File: config.mk
export PLATFORM = sky130hd
export DESIGN_NAME = iter_shift_unit
export DESIGN_NICKNAME = d
export VERILOG_FILES = /design/src/rtl/iter_shift_unit.sv
export SDC_FILE = /design/constraint.sdc
export NUM_CORES = 1
export LEC_CHECK = 0
export ABC_AREA = 0
export ABC_CLOCK_PERIOD_IN_PS = 3500
export CAP_MARGIN = 20
export CORE_AREA = 3 3 62 64
export DETAILED_ROUTE_END_ITERATION = 6
export DIE_AREA = 0 0 65 67
export DONT_BUFFER_PORTS = 1
export PLACE_DENSITY = 0.79
export SLEW_MARGIN = 10
export SYNTH_ARGS = -nofsm -noshare
export SYNTH_HDL_FRONTEND = slang
export SYNTH_SLANG_ARGS = --single-unit
File: constraint.sdc
create_clock -name clk -period 3.5 [get_ports clk]
set_input_delay 0.7 -clock clk [delete_from_list [all_inputs] [get_ports clk]]
set_output_delay 0.7 -clock clk [all_outputs]
set_load 0.03 [all_outputs]
File: src/rtl/iter_shift_unit.sv
`default_nettype none
// ============================================================================
// Module   : iter_shift_unit
// Brief    : Multi-cycle shifter. It applies one single-position shift per clock.
// Revision : 1.0  initial release
// ============================================================================
module iter_shift_unit #(
  parameter int N  = 16,
  parameter int AW = 4
) (
  input  logic          clk,
  input  logic          reset_n,
  input  logic          i_start,
  input  logic [N-1:0]  i_in,
  input  logic [1:0]    i_shift,
  input  logic [AW-1:0] i_amount,
  output logic [N-1:0]  o_out,
  output logic          o_busy,
  output logic          o_done
);

  typedef enum logic [1:0] {
    S_IDLE  = 2'd0,
    S_SHIFT = 2'd1,
    S_DONE  = 2'd2
  } state_t;

  state_t        r_state;
  state_t        w_next_state;
  logic [N-1:0]  r_acc;
  logic [AW-1:0] r_cnt;
  logic [1:0]    r_op;
  logic [N-1:0]  r_out;
  logic [N-1:0]  w_step;
  logic          w_zero_len;

  // A pass op or a zero amount skips SHIFT and goes straight to DONE.
  assign w_zero_len = (i_amount == '0) || (i_shift == 2'b00);

  always_comb begin
    w_step = r_acc;
    case (r_op)
      2'b01:   w_step = {r_acc[N-2:0], 1'b0};
      2'b10:   w_step = {1'b0, r_acc[N-1:1]};
      2'b11:   w_step = {r_acc[N-1], r_acc[N-1:1]};
      default: w_step = r_acc;
    endcase
  end

  always_comb begin
    w_next_state = r_state;
    case (r_state)
      S_IDLE: begin
        if (i_start) begin
          w_next_state = w_zero_len ? S_DONE : S_SHIFT;
        end
      end
      S_SHIFT: begin
        if (r_cnt == AW'(1)) begin
          w_next_state = S_DONE;
        end
      end
      S_DONE:  w_next_state = S_IDLE;
      default: w_next_state = S_IDLE;
    endcase
  end

  always_ff @(posedge clk or negedge reset_n) begin
    if (!reset_n) begin
      r_state <= S_IDLE;
      r_acc   <= '0;
      r_cnt   <= '0;
      r_op    <= 2'b00;
      r_out   <= '0;
    end else begin
      r_state <= w_next_state;
      case (r_state)
        S_IDLE: begin
          if (i_start) begin
            r_acc <= i_in;
            r_op  <= i_shift;
            r_cnt <= i_amount;
            if (w_zero_len) begin
              r_out <= i_in;
            end
          end
        end
        S_SHIFT: begin
          r_acc <= w_step;
          r_cnt <= r_cnt - AW'(1);
          if (r_cnt == AW'(1)) begin
            r_out <= w_step;
          end
        end
        default: begin
        end
      endcase
    end
  end

  assign o_out  = r_out;
  assign o_busy = (r_state != S_IDLE);
  assign o_done = (r_state == S_DONE);

endmodule
`default_nettype wire

==> impl_metrics.ini <==
[run_status]
status = completed

[clocking]
cts.sinks = 40
post_cts_buffers = 0
cts_tree = done
clkLatencyLatePin_ns = 0.34
numCtsBuffers = 5
cts_resized = 0
cts_hold_buffers = 0
cts.clk_slew.worst_paths_ns = 0.11
root_buffer = clkbuf_4
ctsHtreeMaxLevel = 2
cts_buffer_depth = 2

[timing]
period_share_pct = 65.1
worstMarginPinSlew_ns = 0.857
timing.hold.ws_ns = 0.0329
hold_viol_final = 0
skew_ns = 0.00347
grt_setup_unrepaired = false
finalCriticalPeriod_ns = 2.28
final_max_slew_viol_count = 0
finalSetupTns_ns = 0
finalSetupViolations = 0
fmax_mhz = 439
relSlewSlack_pct = 42.9

[critical_path]
path_cells = nand2b_1, o21ai_4, mux2_2
path_delay_family = compound AO/OA/AOI/OAI gates
cp_slowest_stage_delay_ns = 0.73
crit_required_ns = 3.74
cp-end-kind = register
crit_type = register to register
worstSetupStartpointType = register
cp_slowest_cell = o21ai_4
cp_max_fo = 18
worst_ep_arrival_time_ns = 2.52
crit_buf_inv = 0

[layout]
drive_above_1_share_pct = 7.62
seqCellArea_sq_um = 1000
multi_input_area_sq_um = 1020
area_growth_syn_to_layout_pct = 2.50
fill_cells = 285
num_antenna_cells = 0
nets = 249
fin_area_sq_um = 2210

[synthesis]
synth-seq-area-share_pct = 46.4
syn-instance-count = 226
avgSynthCellArea_sq_um = 9.54
ys_ff_latch = 40
yosysWarningCount = 0
netlist_top_cells_area = dfrtp_1, o21ai_0, mux2i_1
synth_top_area_cell = dfrtp_1
synth_cell_types = 34
synth_fp_nets = 253
synth_area_sq_um = 2160
synth_top_cell_area_share_pct = 46.4

[global_route]
grt_max_degree = 41
gr-total-overflow = 0
grt_pass1_wl_um = 7470
antenna_found_initial = 0
grt_pass1_vias = 1569
grt.total_usage_pct = 22.7

[routing]
firstDrtPassIters = 4
drc = 0
drt_iter0_drc = 102
antenna_left = 0
viasPerCell = 6.00
wire_per_inst_um = 16.9
vias = 1614
wl_um = 4540

[place]
gp_congestion = 0.761
place_area_sq_um = 2130
numPortBuffers = 0
dpl.hpwl_um = 3110

[die]
core_area_sq_um = 3340
io_pins = 43
die_h_um = 67
dieWidth_um = 65
start_util_pct = 64.6
design.die.area_sq_um = 4360
row_count = 21

[power]
irDropWorstVdd_mv = 0.465
power.density_nw_per_um2 = 1110
leakagePower_nw = 0.938

[min_path]
hold_class = input port to asynchronous set/reset pin

[flow_run]
drv_cap = 0
[synth_stat cells]
cell type,instances
nor3_1,6
o211ai_1,2
buf_8,1
buf_2,9
a21o_1,5
nor3b_2,1
or2_1,1
or4b_2,1
a211oi_1,9
a221o_1,2
buf_4,1
dfrtp_1,40
nand2_1,22
a31oi_1,1
nor4_1,1
nor2b_1,11
o2bb2ai_1,1
nand2b_1,2
o21ai_1,1
or2_2,2
inv_1,15
o21ai_4,1
a21oi_1,8
buf_6,1
a221oi_1,5
nand3_1,2
o21ai_0,32
ha_1,2
clkbuf_1,1
mux2i_1,12
nor2_1,12
a2bb2oi_1,9
and2b_1,1
mux2_2,6
[flip-flops by register name (all words and copies together) (netlist names)]
register and flops:
r_cnt 4, r_state 2, o_out 16, r_op 2
r_acc 16
[layout make-up]
type                       instances  share of cell area, %
timing repair buffer               2                  0.906
multi-input combinational        158                   46.0
sequential                        40                   45.3
tap                               46                   2.60
inverter                          15                   2.55
clock buffer                       8                   2.66
[cells in the final DEF, fill, tap and decap left out, types with 2 or more instances in the layout]
cell type and count:
nand2b_1 2, nor2b_1 11, a21o_1 5, dfrtp_1 40, o211ai_1 2, mux2_2 6, clkbuf_4 5, nand2_1 22
nand3_1 2, clkbuf_1 2, dlygate4sd3_1 2, ha_1 2, or2_2 2, a221o_1 2, a221oi_1 5, mux2i_1 12
inv_1 15, a2bb2oi_1 9, o21ai_0 32, a211oi_1 9, nor3_1 6, a21oi_1 8, nor2_1 12
[cell families (layout without fill, tap and decap cells)]
logic type                 count (synthesis)  count (layout)  share of synthesized area (%)
adders and majority gates                  2               2                           1.16
muxes                                     18              18                           8.71
AOI/OAI and AO/OA                         76              76                           23.2
buffers and inverters                     28              25                           6.44
and+or+nand+nor                           62              62                           14.1
DFF                                       40              40                           46.4
[report_power, final]
group / total (mW) / internal, mW / switching (mW)
clock: 0.241 / 0.0992 / 0.142
sequential: 1.17 / 0.699 / 0.471
combinational: 1.05 / 0.477 / 0.573
[final timing paths]
| kind | start | endpoint | slack, ns | cells past startpoint |
|---|---|---|---|---|
| setup / recovery | r_state[0] | o_out[10] | 1.22 | 3 |
| min in group clk | i_shift[1] | r_op[1] | 0.47 | 2 |
| hold reg to reg | r_acc[2] | r_acc[2] | 0.53 | 2 |
| max in group asynchronous | reset_n | r_acc[5] | 2.33 | 1 |
| hold / removal | reset_n | r_state[0] | 0.03 | 0 |
| setup reg to reg | r_state[0] | o_out[10] | 1.22 | 3 |
[metrics by stage]
step | utilization (%) | std cells | power (mW) | setup slack [ns]
after floorplan | - | 226 | 2.03 | 1.75
after global routing | 66.2 | 269 | 2.67 | 1.06
after detailed placement | 63.9 | 259 | 2.22 | 1.24
final | 66.2 | 269 | 2.46 | 1.22
after CTS | 65.6 | 267 | 2.46 | 1.22
after global placement | 63.9 | 259 | 2.15 | 1.34
[metal layers]
metal / track usage, % / wire, um
met5: 0 / 0
met4: 9.76 / 61
met3: 7.08 / 336
met2: 35.6 / 2130
met1: 28.9 / 2020
Power figures use the tool's default switching activity.
